**src/rtl/img_pkg.sv**
```systemverilog
// rtl/img_pkg.sv - shared state and op-mode types for the image frame sequencer, source and sink
package img_pkg;

  typedef enum logic [2:0] {
    ST_IDLE,
    ST_LAUNCH,
    ST_WAIT_V,
    ST_ACTIVE,
    ST_CHECK,
    ST_GAP,
    ST_DONE,
    ST_ERROR
  } seq_state_t;

  typedef enum logic [1:0] {
    OP_BYPASS = 2'd0,
    OP_BRIGHT = 2'd1,
    OP_INVERT = 2'd2,
    OP_THRESH = 2'd3
  } op_mode_t;

endpackage

```
**src/rtl/img_line_checker.sv**
```systemverilog
// rtl/img_line_checker.sv - hsync edge detect, pair/line counters and geometry error flagging
module img_line_checker #(
  parameter int PAIRS = 384,
  parameter int LINES = 512
) (
  input  logic                         HCLK,
  input  logic                         HRESETn,
  input  logic                         clear,
  input  logic                         en,
  input  logic                         hsync,
  input  logic                         done,
  output logic [$clog2(PAIRS+1)-1:0]   pair_cnt,
  output logic [$clog2(LINES+1)-1:0]   line_cnt,
  output logic                         hs_edge,
  output logic                         line_err,
  output logic                         bad
);

  localparam int PW = $clog2(PAIRS + 1);
  localparam int LW = $clog2(LINES + 1);

  logic hs_prev;
  logic fall;
  logic pair_inc;
  logic pair_full;
  logic lines_full;

  assign hs_edge    = hsync ^ hs_prev;
  assign fall       = hs_prev & ~hsync;
  assign pair_inc   = hsync | done;
  assign pair_full  = (pair_cnt == PW'(PAIRS));
  assign lines_full = (line_cnt == LW'(LINES));

  // Counters never pass PAIRS / LINES: an extra pair or line is flagged instead of wrapping.
  assign line_err = en & ((pair_inc & pair_full) |
                          (fall & (~pair_full | lines_full)) |
                          (done & lines_full));

  always_ff @(posedge HCLK or negedge HRESETn) begin
    if (!HRESETn) begin
      hs_prev  <= 1'b0;
      pair_cnt <= '0;
      line_cnt <= '0;
      bad      <= 1'b0;
    end else begin
      hs_prev <= hsync;
      if (clear) begin
        pair_cnt <= '0;
        line_cnt <= '0;
        bad      <= 1'b0;
      end else if (en) begin
        if (line_err) bad <= 1'b1;
        // The done cycle is the final pair and closes the last line without zeroing its pair count.
        if (done) begin
          if (!pair_full)  pair_cnt <= pair_cnt + PW'(1);
          if (!lines_full) line_cnt <= line_cnt + LW'(1);
        end else if (fall) begin
          pair_cnt <= '0;
          if (!lines_full) line_cnt <= line_cnt + LW'(1);
        end else if (hsync && !pair_full) begin
          pair_cnt <= pair_cnt + PW'(1);
        end
      end
    end
  end

endmodule

```
**src/rtl/img_frame_sequencer.sv**
```systemverilog
// rtl/img_frame_sequencer.sv - multi-frame run sequencer between config layer, pixel-pair source and BMP sink
module img_frame_sequencer
  import img_pkg::*;
#(
  parameter int WIDTH   = 768,
  parameter int HEIGHT  = 512,
  parameter int GAP_CYC = 16,
  parameter int TIMEOUT = 4096
) (
  input  logic       HCLK,
  input  logic       HRESETn,
  input  logic       cfg_start,
  input  logic [7:0] cfg_frames,
  input  logic [1:0] cfg_op_mode,
  input  logic       cfg_abort,
  input  logic       src_vsync,
  input  logic       src_hsync,
  input  logic       src_done,
  output logic       src_start,
  output logic [1:0] op_mode,
  output logic       sink_en,
  output logic       frame_done,
  output logic       run_done,
  output logic       busy,
  output logic       err_geom,
  output logic       err_timeout,
  output logic [7:0] frame_idx
);

  localparam int PAIRS = WIDTH / 2;
  localparam int PW    = $clog2(PAIRS + 1);
  localparam int LW    = $clog2(HEIGHT + 1);
  localparam int TW    = $clog2(TIMEOUT + 1);
  localparam int GW    = $clog2(GAP_CYC + 1);

  seq_state_t        state, state_n;
  op_mode_t          op_q;
  logic [7:0]        frames_q;
  logic [TW-1:0]     tmo_cnt;
  logic [GW-1:0]     gap_cnt;
  logic              vs_prev;
  logic [PW-1:0]     pair_cnt;
  logic [LW-1:0]     line_cnt;
  logic              hs_edge, line_err, bad;
  logic              vs_fall, tmo_hit, geom_ok, last_frame, gap_last, accept;
  logic              set_geom, set_tmo;

  img_line_checker #(.PAIRS(PAIRS), .LINES(HEIGHT)) u_line_checker (
    .HCLK     (HCLK),
    .HRESETn  (HRESETn),
    .clear    (state == ST_LAUNCH),
    .en       (state == ST_ACTIVE),
    .hsync    (src_hsync),
    .done     (src_done),
    .pair_cnt (pair_cnt),
    .line_cnt (line_cnt),
    .hs_edge  (hs_edge),
    .line_err (line_err),
    .bad      (bad)
  );

  assign vs_fall    = vs_prev & ~src_vsync;
  assign tmo_hit    = (tmo_cnt == TW'(TIMEOUT));
  assign geom_ok    = !bad && (line_cnt == LW'(HEIGHT)) && (pair_cnt == PW'(PAIRS));
  assign last_frame = ({1'b0, frame_idx} + 9'd1) == {1'b0, frames_q};
  assign gap_last   = (state == ST_GAP) && (gap_cnt == GW'(GAP_CYC - 1)) && !cfg_abort;
  assign accept     = cfg_start && !cfg_abort && (state == ST_IDLE || state == ST_ERROR);

  always_comb begin
    state_n  = state;
    set_geom = 1'b0;
    set_tmo  = 1'b0;
    case (state)
      ST_IDLE:   if (cfg_start) state_n = ST_LAUNCH;
      ST_LAUNCH: state_n = ST_WAIT_V;
      ST_WAIT_V: begin
        if (vs_fall) state_n = ST_ACTIVE;
        else if (tmo_hit) begin state_n = ST_ERROR; set_tmo = 1'b1; end
      end
      // src_done outranks both a same-cycle geometry slip (caught via bad in CHECK) and a timeout.
      ST_ACTIVE: begin
        if (src_done) state_n = ST_CHECK;
        else if (line_err) begin state_n = ST_ERROR; set_geom = 1'b1; end
        else if (tmo_hit) begin state_n = ST_ERROR; set_tmo = 1'b1; end
      end
      ST_CHECK: begin
        if (geom_ok) state_n = last_frame ? ST_DONE : ST_GAP;
        else begin state_n = ST_ERROR; set_geom = 1'b1; end
      end
      ST_GAP:   if (gap_last) state_n = ST_LAUNCH;
      ST_DONE:  state_n = ST_IDLE;
      ST_ERROR: if (cfg_start) state_n = ST_LAUNCH;
      default:  state_n = ST_IDLE;
    endcase
    if (cfg_abort) begin
      state_n  = ST_IDLE;
      set_geom = 1'b0;
      set_tmo  = 1'b0;
    end
  end

  always_ff @(posedge HCLK or negedge HRESETn) begin
    if (!HRESETn) begin
      state       <= ST_IDLE;
      op_q        <= OP_BYPASS;
      frames_q    <= 8'd0;
      frame_idx   <= 8'd0;
      tmo_cnt     <= '0;
      gap_cnt     <= '0;
      vs_prev     <= 1'b0;
      err_geom    <= 1'b0;
      err_timeout <= 1'b0;
    end else begin
      state   <= state_n;
      vs_prev <= src_vsync;
      if (state == ST_LAUNCH) op_q <= op_mode_t'(cfg_op_mode);
      gap_cnt <= (state == ST_GAP) ? gap_cnt + GW'(1) : '0;
      if (state == ST_LAUNCH || hs_edge || (vs_prev ^ src_vsync)) tmo_cnt <= '0;
      else if ((state == ST_WAIT_V || state == ST_ACTIVE) && !tmo_hit) tmo_cnt <= tmo_cnt + TW'(1);
      if (accept) begin
        frames_q    <= (cfg_frames == 8'd0) ? 8'd1 : cfg_frames;
        frame_idx   <= 8'd0;
        err_geom    <= 1'b0;
        err_timeout <= 1'b0;
      end else begin
        if (set_geom) err_geom <= 1'b1;
        if (set_tmo) err_timeout <= 1'b1;
        if (gap_last) frame_idx <= frame_idx + 8'd1;
      end
    end
  end

  assign src_start  = (state == ST_LAUNCH);
  assign sink_en    = (state == ST_ACTIVE);
  assign frame_done = (state == ST_CHECK) && geom_ok;
  assign run_done   = (state == ST_DONE);
  assign busy       = (state != ST_IDLE);
  assign op_mode    = op_q;

endmodule

```
**config.mk**
```make
export PLATFORM = sky130hd
export DESIGN_NAME = img_frame_sequencer
export DESIGN_NICKNAME = d
export VERILOG_FILES = /design/src/rtl/img_pkg.sv /design/src/rtl/img_line_checker.sv /design/src/rtl/img_frame_sequencer.sv
export SDC_FILE = /design/constraint.sdc
export NUM_CORES = 1
export LEC_CHECK = 0
export ABC_CLOCK_PERIOD_IN_PS = 5350
export CAP_MARGIN = 20
export CORE_UTILIZATION = 60
export CTS_CLUSTER_DIAMETER = 150
export DETAILED_ROUTE_END_ITERATION = 16
export HOLD_SLACK_MARGIN = 0.08
export PLACE_DENSITY = 0.83
export SYNTH_ARGS = -nofsm -noshare
export SYNTH_HDL_FRONTEND = slang
export SYNTH_HIERARCHICAL = 1
export SYNTH_SLANG_ARGS = --single-unit
```
**constraint.sdc**
```tcl
create_clock -name HCLK -period 5.35 [get_ports HCLK]
set_clock_uncertainty 0.05 [all_clocks]
set_input_delay 0.535 -clock HCLK [delete_from_list [all_inputs] [get_ports HCLK]]
set_output_delay 0.535 -clock HCLK [all_outputs]
set_load 0.02 [all_outputs]
```
# Yosys cells after proc, flatten, opt, wreduce, memory -nomap -nowiden
# Cells that the tools add are included.
[word_totals] ff_bits=63 out_inout_bits=17 elab_cells=127
[classes] add_sub_neg=6 eq_ne=15 mux=45 bitwise_logic=15 reduce_logical=33
[op_table] operator="2-to-1 mux 9 bit" n=6
[op_table] operator="2-to-1 mux 10 bit" n=5
[op_table] operator="2-to-1 mux 13 bit" n=2
[op_table] operator="2-to-1 mux 8 bit" n=3
[op_table] operator="2-to-1 mux 3 bit" n=7
[op_table] operator="case mux 3 bit (7 select lines)" n=1
[op_table] operator="2-to-1 mux 1 bit" n=16
[op_table] operator="adder 13 x 1 -> 13 bit (second input constant)" n=1
[op_table] operator="== test 13 bit (second input constant)" n=1
[op_table] operator="== test 3 bit (second input constant)" n=4
[op_table] operator="nonzero test 2 bit" n=6
[op_table] operator="adder 10 x 1 -> 10 bit (second input constant)" n=1
[op_table] operator="== test 10 bit (second input constant)" n=1
[op_table] operator="adder 8 x 1 -> 9 bit (second input constant)" n=1
[op_table] operator="adder 9 x 1 -> 9 bit (second input constant)" n=1
[op_table] operator="== test 9 x 8 -> 1 bit" n=1
[op_table] operator="== test 9 bit (second input constant)" n=1
[op_table] operator="logical AND 1 bit" n=9
[op_table] operator="adder 8 x 1 -> 8 bit (second input constant)" n=1
[op_table] operator="logical NOT 8 bit" n=1
[op_table] operator="bitwise AND 1 bit" n=6
[op_table] operator="== test 3 x 2 -> 1 bit (second input constant)" n=2
[op_table] operator="inequality test 3 bit (second input constant)" n=2
[op_table] operator="AND reduction 2 bit" n=3
[op_table] operator="other kinds (17)" n=32

# Depth between registers and ports, before layout
# Gate-level depths: netlist of the first run.
[depth] depth_word=13 depth_mapped=11 ltp_nobuf=11

# By module
# Netlist of the first run, hierarchy kept.
[modules_own_cells] module="img_frame_sequencer" instances=1 cells_each=252 area_per_inst_um2=2446.1 seq_area_each_um2=1051.0
[modules_own_cells] module="img_line_checker" instances=1 cells_each=133 area_per_inst_um2=1253.7 seq_area_each_um2=525.5

# Worst setup path before layout of the first run
# Ideal clock, no wire load.
[synth_timing] path_kind="reg2reg" start="register u_line_checker.pair_cnt[0]" end="register err_timeout" setup_ns=0.071 t_arrival_ns=2.214 required_ns=5.229 slack_ns=3.014 stages_incl_launch_ff=12 n_path_buf=0 path_cell_list="dfrtp_1 > inv_1 > ha_1 > or4b_4 > or4_1 > a21oi_1 > nor3b_1 > nor2_1 > a21oi_1 > nor4_1 > nor2_1 > nor2_1"
[synth_between] elab_chain_len=12 elab_cells_between_ends=13 cone_classes="eq/ne (1); mux (4); bitwise (7); reduce/logical (1)"
[synth_lines] item="start: declaration" line_no="img_line_checker.sv:12" rtl="output logic [$clog2(PAIRS+1)-1:0] pair_cnt,"
[synth_lines] item="start signal: assignment" line_no="img_line_checker.sv:55" rtl="if (!pair_full) pair_cnt <= pair_cnt + PW'(1);"
[synth_lines] item="start signal: assignment" line_no="img_line_checker.sv:61" rtl="pair_cnt <= pair_cnt + PW'(1);"
[synth_lines] item="== test 9 bit (*)" line_no="img_line_checker.sv:31" rtl="assign pair_full = (pair_cnt == PW'(PAIRS));"
[synth_lines] item="NOT 1 bit" line_no="img_line_checker.sv:36" rtl="(fall & (~pair_full | lines_full)) |"
[synth_lines] item="bitwise OR 1 bit" line_no="img_line_checker.sv:36"
[synth_lines] item="bitwise AND 1 bit" line_no="img_line_checker.sv:36"
[synth_lines] item="bitwise OR 1 bit (*)" line_no="img_line_checker.sv:35" rtl="assign line_err = en & ((pair_inc & pair_full) |"
[synth_lines] item="bitwise OR 1 bit (*)" line_no="img_line_checker.sv:36"
[synth_lines] item="bitwise AND 1 bit (*)" line_no="img_line_checker.sv:35"
[synth_lines] item="net line_err" line_no="img_frame_sequencer.sv:44" rtl="logic hs_edge, line_err, bad;"
[synth_lines] item="2-to-1 mux 1 bit (*)" line_no="img_frame_sequencer.sv:83" rtl="else if (line_err) begin state_n = ST_ERROR; set_geom = 1'b1; end"
[synth_lines] item="2-to-1 mux 1 bit (*)" line_no="img_frame_sequencer.sv:82" rtl="if (src_done) state_n = ST_CHECK;"
[synth_lines] item="case mux 1 bit (2 select lines) (*)" line_no="img_frame_sequencer.sv:73" rtl="case (state)"
[synth_lines] item="2-to-1 mux 1 bit (*)" line_no="img_frame_sequencer.sv:95" rtl="if (cfg_abort) begin"
[synth_lines] item="nonzero test 2 bit (no source line) (*)"
[synth_lines] item="end signal: assignment" line_no="img_frame_sequencer.sv:112" rtl="err_timeout <= 1'b0;"
[synth_lines] item="end signal: assignment" line_no="img_frame_sequencer.sv:124" rtl="err_timeout <= 1'b0;"
[synth_lines] item="end signal: assignment" line_no="img_frame_sequencer.sv:127" rtl="if (set_tmo) err_timeout <= 1'b1;"
[synth_lines] item="end: declaration" line_no="img_frame_sequencer.sv:26" rtl="output logic err_timeout,"
# Mark *: on every way through the listed nets, which the timed path passes. The rest lies on a longest branch.
# A chain may end at the register's enable or synchronous reset.

# Worst setup path after layout of the first run
[layout_timing] start="register u_line_checker.line_cnt[6]" end="output frame_done"
[layout_between] elab_chain_len=4
[layout_lines] item="start: declaration" line_no="img_line_checker.sv:13" rtl="output logic [$clog2(LINES+1)-1:0] line_cnt,"
[layout_lines] item="start signal: assignment" line_no="img_line_checker.sv:56" rtl="if (!lines_full) line_cnt <= line_cnt + LW'(1);"
[layout_lines] item="start signal: assignment" line_no="img_line_checker.sv:59" rtl="if (!lines_full) line_cnt <= line_cnt + LW'(1);"
[layout_lines] item="== test 10 bit" line_no="img_frame_sequencer.sv:64" rtl="assign geom_ok = !bad && (line_cnt == LW'(HEIGHT)) && (pair_cnt == PW'(PAIRS));"
[layout_lines] item="logical AND 1 bit (2 in series)" line_no="img_frame_sequencer.sv:64"
[layout_lines] item="logical AND 1 bit" line_no="img_frame_sequencer.sv:135" rtl="assign frame_done = (state == ST_CHECK) && geom_ok;"
[layout_lines] item="end: declaration" line_no="img_frame_sequencer.sv:22" rtl="output logic frame_done,"
# No other way between the ends.

==> results of run 1 <==
-- routing by layer --
| metal | track usage, % | vias to the layer above | share of wire (%) |
|---|---|---|---|
| met5 | 0 | - | 0 |
| met4 | 12.3 | 0 | 1.4 |
| met3 | 6.36 | 14 | 4.4 |
| met2 | 42.8 | 95 | 49 |
| met1 | 34.7 | 1486 | 45 |
| li1 | - | 1474 | - |
-- flip-flops by register name, summed over array words and instances, names as in the netlist, 2 cells and up --
| register | cells |
|---|---|
| frame_idx | 8 |
| frames_q | 8 |
| gap_cnt | 5 |
| op_mode | 2 |
| state | 3 |
| tmo_cnt | 13 |
| u_line_checker/line_cnt | 10 |
| u_line_checker/pair_cnt | 9 |
-- worst reg2reg max path, cell delays in order (launching register included) --
cell     delay, ns
dfrtp_1       0.42
inv_1         0.11
ha_1          0.15
or4b_4        0.49
or4_1         0.41
a21oi_1       0.20
nor3b_1       0.10
nor2_1        0.19
a21oi_1       0.09
nor4_1        0.20
nor2_1        0.06
nor2_1        0.08
-- cell usage after synthesis, drive strengths merged, types with 4 or more instances --
master | n | area [um^2]
dfrtp | 63 | 1580
nor2 | 47 | 176
nand2 | 20 | 75.1
a21oi | 19 | 106
inv | 19 | 71.3
o21ai | 19 | 95.1
xnor2 | 15 | 131
xor2 | 15 | 131
and3 | 12 | 78.8
nand3 | 12 | 65.1
ha | 11 | 138
mux2 | 10 | 116
nor2b | 10 | 62.6
a31oi | 8 | 50.1
nand4 | 8 | 50.1
clkbuf | 7 | 26.3
nand2b | 7 | 43.8
nor4 | 7 | 58.8
or3 | 7 | 48.8
nor3 | 6 | 30.0
nor4b | 5 | 73.8
a22o | 4 | 38.8
o22ai | 4 | 25.0
-- power by group --
| part | total, mW | internal (mW) | switching, mW |
|---|---|---|---|
| registers | 0.570 | 0.522 | 0.0487 |
| clock network | 0.443 | 0.261 | 0.181 |
| logic | 0.265 | 0.130 | 0.135 |
| total | 1.28 | 0.913 | 0.365 |
-- cell usage in the layout (no fill, tap or decap), types with 7 or more instances in the layout --
cell             netlist  layout
a31oi_1                8       8
xor2_1                15      15
inv_1                 19      19
nand2b_1               7       7
ha_1                  11      11
a21oi_1               16      16
xnor2_1               15      15
nand3_1               11      11
and3_1                 9       9
nor2_1                47      47
mux2_1                 7       7
dfrtp_1               63      63
o21ai_0               13      13
nand2_1               20      20
clkbuf_8               0       9
nor2b_1               10      10
clkdlybuf4s50_1        0      32
nand4_1                8       8
-- final timing paths --
check,start,end,slack [ns],cells past startpoint
worst max-delay path,u_line_checker/line_cnt[6]$_DFFE_PN0P_,frame_done,2.40,5
worst min-delay path,HRESETn,frame_idx[0]$_DFFE_PN0P_,0.30,2
worst max register to register,u_line_checker/pair_cnt[0]$_DFFE_PN0P_,err_timeout$_DFFE_PN0P_,2.74,11
worst min register to register,gap_cnt[0]$_DFF_PN0_,gap_cnt[0]$_DFF_PN0_,0.42,1
max in group asynchronous,HRESETn,u_line_checker/line_cnt[9]$_DFFE_PN0P_,4.42,2
min in group HCLK,gap_cnt[0]$_DFF_PN0_,gap_cnt[0]$_DFF_PN0_,0.42,1
-- cells by family after synthesis --
group / Yosys count / share of synthesized area, %
buf+inv: 29 / 3.04
flops: 63 / 42.6
fa+ha+maj: 11 / 3.72
xor+xnor: 30 / 7.10
mux: 13 / 3.96
simple gates: 163 / 25.5
compound gates: 76 / 14.0
-- per-stage QoR --
| stage | worst slack, ns | cell area [um^2] | power (mW) |
|---|---|---|---|
| floorplan | 3.01 | 3700 | 0.751 |
| global placement | 2.69 | 4090 | 0.832 |
| detailed placement | 2.60 | 4090 | 0.842 |
| CTS | 2.32 | 4300 | 1.29 |
| global route | 2.27 | 4300 | 1.34 |
| finish | 2.40 | 4300 | 1.28 |
-- layout make-up --
cell class	instances	area (um^2)	area share, %
multi-input cells	293	2010	46.8
flip-flops and latches	63	1580	36.7
repair buffers	35	340	7.92
clock buffers	12	135	3.14
well taps	75	93.8	2.18
inverters	19	71.3	1.66
clock inverters	4	70.1	1.63
==> flow_summary.json, run 1 <==
{
  "status": "finished clean",
  "synth.distinct_cells": 67,
  "synth_fp_nets": 413,
  "hold_path.class": "in2async",
  "cp_max_fo": 5,
  "drive_gt1_share_pct": 9.86,
  "fp.dieH_um": 80.5,
  "hold_slack_ns": 0.299,
  "nFillCells": 410,
  "place_hpwl_um": 5450,
  "insertedDiodeCount": 0,
  "grt_max_degree": 64,
  "synth_edf_count": 0,
  "numPortBuffers": 33,
  "cts_setup_buffers": 0,
  "crit_chain": "nor4b_1 > nand3_1 > or2_2 > nor2_1 > clkdlybuf4s50_1",
  "core_um2": 5920,
  "row_count": 28,
  "ant_nets": 0,
  "arrival_ns": 2.37,
  "synth_area_per_cell_um2": 9.61,
  "fin_setup_tns_ns": 0,
  "period_share_pct": 55.2,
  "ys_ff_latch": 63,
  "yosysWarnings": 6,
  "layout.nets": 449,
  "wl_per_cell_um": 15.6,
  "syn_inst": 385,
  "initial_core_util_pct": 62.5,
  "hold_viol_final": 0,
  "grt_pass1_vias": 2911,
  "cts_tree": "yes",
  "cts_root_buf": "clkbuf_8",
  "relSlewSlack_pct": 38.7,
  "drtIter0Drc": 266,
  "worstMarginPinSlew_ns": 0.915,
  "path_delay_family": "simple AND/OR/NAND/NOR gates",
  "ys_seq_area_share_pct": 42.6,
  "cp-end-kind": "primary output",
  "gp_congestion": 0.893,
  "synthArstFlopShare_pct": 100,
  "cap_violations": 0,
  "worst-setup-path-type": "reg2out",
  "clock_sinks": 63,
  "antenna_found_initial": 0,
  "powerDensity_nw_per_um2": 297,
  "clk_latency_ns": 0.34,
  "grtUsageTotal_pct": 26.9,
  "finalSetupViolCount": 0,
  "ios": 34,
  "cts_buffers": 9,
  "start_kind": "flop",
  "grt_pass1_wl_um": 13300,
  "rsz0062_at_grt": "no",
  "dp.cells": 485,
  "die_w_um": 80.5,
  "utilization_pct": 72.6,
  "max_stage_delay_ns": 0.61,
  "postCtsHoldBufs": 0,
  "vias_per_cell": 6.13,
  "fmax_ghz": 0.339,
  "required_ns": 4.76,
  "syn_area_um2": 3700,
  "dieArea_um2": 6480,
  "path_clk_slew_ns": 0.07,
  "ir_worst_vdd_mv": 0.220,
  "worst-path-buf-inv": 1,
  "syn_to_final_growth_pct": 16.2,
  "power.leakage_nw": 1.80,
  "finalCriticalPeriod_ns": 2.95,
  "wirelength_um": 7830,
  "post_cts_resized": 0,
  "drtPass1Iterations": 4,
  "fin_cells": 501,
  "slowest_stage": "clkdlybuf4s50_1",
  "vias": 3069,
  "ys.flop_type": "dfrtp_1",
  "drc": 0,
  "report.final.slew_viol_count": 0,
  "overflow": 0,
  "cts_max_level": 3,
  "clockBufferDepth": 2
}
Power figures use the tool's default switching activity.
==> inputs of run 2 (changes only) <==
Settings changed: ABC_CLOCK_PERIOD_IN_PS 5350 to 2600, CORE_UTILIZATION 60 to 52, PLACE_DENSITY 0.83 to 0.76.
Clock period 5.35 ns to 2.6 ns, I/O delays scaled along.
==> run 2 against run 1 <==
Net effect: sequential power grew 100%; critical path type is now reg2reg; critical path depth rose by 6; flip-flop and latch count stayed put; worst hold slack improved by 0.047 ns; combinational power is 130% higher; clock-buffer cell count shrank 2; global-route usage down 4.6 points; register-to-register slack worse by 2.6 ns; largest cell class unchanged.
==> flow_summary.json, run 2 (synthesis gave the netlist of run 1 again) <==
{
  "grt_pass1_wl_um": 13100,
  "grtUsageTotal_pct": 22.3,
  "worstMarginPinSlew_ns": 0.502,
  "slowest_stage": "or4b_4",
  "status": "finished clean",
  "cts_max_level": 3,
  "vias_per_cell": 5.70,
  "syn_to_final_growth_pct": 20.0,
  "drtIter0Drc": 116,
  "layout_common_cells": "dfrtp_1 (62), nor2_1 (47), clkdlybuf4s50_1 (31)",
  "insertedDiodeCount": 0,
  "ios": 34,
  "drtPass1Iterations": 4,
  "max_stage_delay_ns": 0.47,
  "top_regs": "tmo_cnt x13, u_line_checker/line_cnt x10, u_line_checker/pair_cnt x9",
  "final_common_cell": "dfrtp_1",
  "gp_congestion": 0.840,
  "clockBufferDepth": 2,
  "overflow": 0,
  "cp-end-kind": "flop",
  "report.final.slew_viol_count": 0,
  "crit_chain": "inv_1 > ha_1 > or4b_4 > or4_4 > a21oi_2 > nor3b_1 > nor2_1 > a21oi_1 > nor4_2 > nor2_1 > nor2_1",
  "place_hpwl_um": 5750,
  "path_delay_family": "simple AND/OR/NAND/NOR gates",
  "fin_area_um2": 4440,
  "die_w_um": 86.4,
  "dieArea_um2": 7460,
  "relSlewSlack_pct": 66.1,
  "path_clk_slew_ns": 0.07,
  "vias": 3053,
  "cap_violations": 0,
  "numPortBuffers": 33,
  "antenna_found_initial": 0,
  "grt_max_degree": 30,
  "arrival_ns": 2.69,
  "core_um2": 6830,
  "layout.nets": 464,
  "required_ns": 2.82,
  "grt_pass1_vias": 2854,
  "wl_per_cell_um": 14.5,
  "nFillCells": 575,
  "regMostFlops": "tmo_cnt",
  "hold_viol_final": 0,
  "cp_max_fo": 4,
  "power_mw": 2.58,
  "largest_reg_flops": 13,
  "finalCriticalPeriod_ns": 2.46,
  "worst-setup-path-type": "reg2reg",
  "powerDensity_nw_per_um2": 581,
  "start_kind": "flop",
  "initial_core_util_pct": 54.2,
  "fmax_ghz": 0.406,
  "drive_gt1_share_pct": 14.8,
  "cts_buffers": 9,
  "drc": 0,
  "period_share_pct": 94.8,
  "ant_nets": 0,
  "power.leakage_nw": 1.88,
  "clock_sinks": 63,
  "cts_root_buf": "clkbuf_8",
  "hold_path.class": "in2async",
  "wirelength_um": 7800,
  "ir_worst_vdd_mv": 0.363,
  "path_common_cell": "nor2_1",
  "multi_input_area_um2": 2040,
  "cts_tree": "yes",
  "worst-path-buf-inv": 1,
  "finalSetupViolCount": 0,
  "row_count": 30,
  "placed_area_um2": 4210,
  "regArea_um2": 1580,
  "clk_latency_ns": 0.34,
  "fp.dieH_um": 86.4
}
## run 2: cell count changes in the layout (fill, tap and decap cells not counted), sizes merged
cell and delta:
bufinv -1, clkinv +2, clkdlybuf4s50 -1, clkbuf -2, dlygate4sd2 +1, dlygate4sd3 +1, buf +14
## run 2: stage by stage
step	hold slack, ns	util [%]	std cells	TNS [ns]	setup WS [ns]
final	0.346	65.0	536	0	0.136
after CTS	0.351	64.6	534	0	0.0310
after floorplan	-0.0856	-	385	0	0.264
after detailed placement	0.180	61.6	518	0	0.0662
after global routing	0.379	65.0	536	-0.0297	-0.0297
after global placement	0.173	61.6	518	0	0.167
## run 2: worst reg2reg max path, cell delays in order, from the launching register on
cell and delay (ns):
dfrtp_1 0.40, inv_1 0.10, ha_1 0.15, or4b_4 0.47, or4_4 0.43, a21oi_2 0.17, nor3b_1 0.08, nor2_1 0.15
a21oi_1 0.11, nor4_2 0.15, nor2_1 0.07, nor2_1 0.08
## run 2: cell type report
class / instances / share of cell area, %
Inverter: 19 / 1.61
Clock inverter: 5 / 1.13
Sequential cell: 63 / 35.5
Multi-Input combinational cell: 293 / 45.9
Clock buffer: 10 / 2.87
Tap cell: 96 / 2.70
Timing Repair Buffer: 50 / 10.2
## run 2: power by group
group	switching, mW	leakage, nW	internal (mW)
registers	0.0879	0.846	1.08
clock network	0.365	0.0957	0.431
logic	0.307	0.937	0.313
## run 2: final timing paths
check	start	to	cells past startpoint	slack, ns
setup reg to reg	u_line_checker/pair_cnt[0]$_DFFE_PN0P_	err_timeout$_DFFE_PN0P_	11	0.14
hold reg to reg	gap_cnt[0]$_DFF_PN0_	gap_cnt[0]$_DFF_PN0_	1	0.41
setup / recovery	u_line_checker/pair_cnt[0]$_DFFE_PN0P_	err_timeout$_DFFE_PN0P_	11	0.14
max in group asynchronous	HRESETn	u_line_checker/pair_cnt[1]$_DFFE_PN0P_	3	1.40
hold / removal	HRESETn	frames_q[7]$_DFFE_PN0P_	2	0.35
min in group HCLK	src_vsync	vs_prev$_DFF_PN0_	1	0.36
## run 2: metal layers
layer | global-route usage [%] | wire length, um | up-vias
met2 | 37.1 | 3840 | 48
met1 | 29.9 | 3670 | 1498
met3 | 4.29 | 217 | 10
met4 | 6.36 | 70 | 0
met5 | 0 | 0 | -
li1 | - | - | 1497
## run 2: timing repair
action                                  CTS  global route
buffers inserted                          0             2
gates resized for setup                   3             6
endpoints found under the setup margin    1             2
cloned                                    0             0
hold buffers                              1             0
hold endpoints to repair                 16             0
pin swaps                                 0             2
==> inputs of run 3 (changes only) <==
Settings changed: CORE_ASPECT_RATIO set to 1.25, CORE_UTILIZATION 52 to 35, PLACE_DENSITY 0.76 to not set.
==> run 3 against run 2 <==
Net effect: clock power up 37%; maximum frequency down 1.5%; routed wire length up 3.4%; total power up 11%; non-clock buffer count down 3; design area up 2.7%; combinational power up 0.8%; critical path type unchanged; highest routed layer unchanged.
==> flow_summary.json, run 3 (synthesis gave the netlist of run 1 again) <==
{
  "status": "finished clean",
  "drtPass1Iterations": 6,
  "clockBufferDepth": 2,
  "path_common_cell": "nor2_1",
  "top_regs": "tmo_cnt x13, u_line_checker/line_cnt x10, u_line_checker/pair_cnt x9",
  "drtIter0Drc": 112,
  "power.leakage_nw": 1.90,
  "gp_congestion": 0.813,
  "cap_violations": 0,
  "path_delay_family": "simple AND/OR/NAND/NOR gates",
  "final_common_cell": "dfrtp_1",
  "hold_end": "vs_prev$_DFF_PN0_",
  "ios": 34,
  "post-place-ws_ns": 0.105,
  "cts_max_level": 3,
  "fin_ws_ns": 0.0972,
  "ant_nets": 0,
  "nFillCells": 967,
  "finalSetupViolCount": 0,
  "ir_worst_vdd_mv": 0.333,
  "start_kind": "flop",
  "min_path_cells": 1,
  "worst-setup-path-type": "reg2reg",
  "grt_pass1_wl_um": 13400,
  "drive_gt1_share_pct": 14.6,
  "regMostFlops": "tmo_cnt",
  "wl_per_cell_um": 14.2,
  "r2r-end": "err_timeout$_DFFE_PN0P_",
  "path_clk_slew_ns": 0.06,
  "r2r_slack_ns": 0.1,
  "arrival_ns": 2.72,
  "clk_latency_ns": 0.33,
  "min-delay-start": "src_vsync",
  "cp-end-kind": "flop",
  "cts_tree": "yes",
  "antenna_found_initial": 0,
  "layout.nets": 461,
  "drc": 0,
  "utilization_pct": 44.7,
  "power_mw": 2.87,
  "critPathLaunch": "u_line_checker/pair_cnt[1]$_DFFE_PN0P_",
  "relSlewSlack_pct": 48.1,
  "syn_to_final_growth_pct": 23.3,
  "fmax_ghz": 0.400,
  "worstMarginPinSlew_ns": 0.778,
  "layout_common_cells": "dfrtp_1 (63), nor2_1 (46), clkdlybuf4s50_1 (31)",
  "finalCriticalPeriod_ns": 2.50,
  "powerDensity_nw_per_um2": 630,
  "grt_max_degree": 33,
  "wirelength_um": 8070,
  "clock_sinks": 63,
  "worst-path-buf-inv": 1,
  "rr_worst_depth": 11,
  "dieArea_um2": 11000,
  "core_um2": 10200,
  "overflow": 0,
  "insertedDiodeCount": 0,
  "vias": 3023,
  "fin_setup_tns_ns": 0,
  "grt_pass1_vias": 2904,
  "largest_reg_flops": 13,
  "max_stage_delay_ns": 0.49,
  "die_w_um": 94.0,
  "report.final.slew_viol_count": 0,
  "vias_per_cell": 5.33,
  "cts_buffers": 9,
  "slowest_stage": "or4b_4",
  "fp.dieH_um": 117,
  "row_count": 41,
  "cp_max_fo": 4,
  "required_ns": 2.82,
  "hold_path.class": "in2reg",
  "rsz0062_at_grt": "yes",
  "grtUsageTotal_pct": 15.9,
  "crit_chain": "inv_2 > ha_1 > or4b_4 > or4_4 > a21oi_2 > nor3b_2 > nor2_2 > a21oi_1 > nor4_1 > nor2_1 > nor2_1",
  "numPortBuffers": 33,
  "period_share_pct": 96.3,
  "hold_viol_final": 0,
  "rr_startpoint": "u_line_checker/pair_cnt[1]$_DFFE_PN0P_",
  "place_hpwl_um": 5810,
  "initial_core_util_pct": 36.2,
  "cts_root_buf": "clkbuf_16"
}
[run 3: changes by cell type in the layout (fill, tap and decap cells not counted), moves of 2 or more]
cell        before  now
clkbuf_16        0    9
buf_4           16   12
clkinvlp_4       0    4
clkinv_2         4    2
nor4_1           4    6
nor4_2           2    0
clkbuf_8         9    0
[run 3: what timing repair did]
action,CTS,global route
resized for setup,2,6
setup buffers,0,3
endpoints found under the hold margin,31,0
pin swaps,0,4
endpoints found under the setup margin,1,2
hold buffers,1,0
[run 3: where the power goes]
group / switching, mW / internal, mW / leakage (nW)
logic: 0.307 / 0.317 / 0.925
clock network: 0.447 / 0.643 / 0.124
registers: 0.0865 / 1.07 / 0.847
[run 3: area by class of cell]
cell class / instances / area [um^2] / share of cell area, %
Tap cell: 129 / 161 / 3.54
Clock inverter: 7 / 48.8 / 1.07
Multi-Input combinational cell: 293 / 2030 / 44.6
Inverter: 19 / 71.3 / 1.56
Timing Repair Buffer: 47 / 444 / 9.74
Sequential cell: 63 / 1580 / 34.6
Clock buffer: 9 / 225 / 4.94
[run 3: how the worst max path moves through the flow]
| stage | cells after the start | slack (ns) | endpoint |
|---|---|---|---|
| detailed placement | 11 | 0.11 | err_timeout$_DFFE_PN0P_ |
| CTS | 11 | 0.08 | err_timeout$_DFFE_PN0P_ |
| global route | 11 | -0.08 | err_timeout$_DFFE_PN0P_ |
| finish | 11 | 0.1 | err_timeout$_DFFE_PN0P_ |
| floorplan | 11 | 0.26 | err_timeout$_DFFE_PN0P_ |
| global placement | 11 | 0.14 | err_timeout$_DFFE_PN0P_ |
[run 3: worst reg2reg max path, delay by kind of cell, from the launching register on]
family / cells / cell delay (ns)
AND/OR/NAND/NOR: 7 / 1.53
flip-flops: 1 / 0.41
AO/OA/AOI/OAI: 2 / 0.26
adder cells (fa/ha/maj): 1 / 0.14
buffers and inverters: 1 / 0.07
[run 3: stage by stage]
step | instances | hold WS (ns) | area [um^2]
after floorplan | 385 | -0.0856 | 3700
after global placement | 547 | 0.318 | 4240
after detailed placement | 547 | 0.332 | 4240
after CTS | 564 | 0.370 | 4520
after global routing | 567 | 0.376 | 4560
final | 567 | 0.365 | 4560
[run 3: metal layers]
metal / part of all wire [%] / global-route usage, % / wire length, um
met4: 1.7 / 7.49 / 134
met1: 45 / 19.4 / 3650
met3: 3.8 / 3.94 / 310
met2: 49 / 26.2 / 3970
met5: 0 / 0 / 0
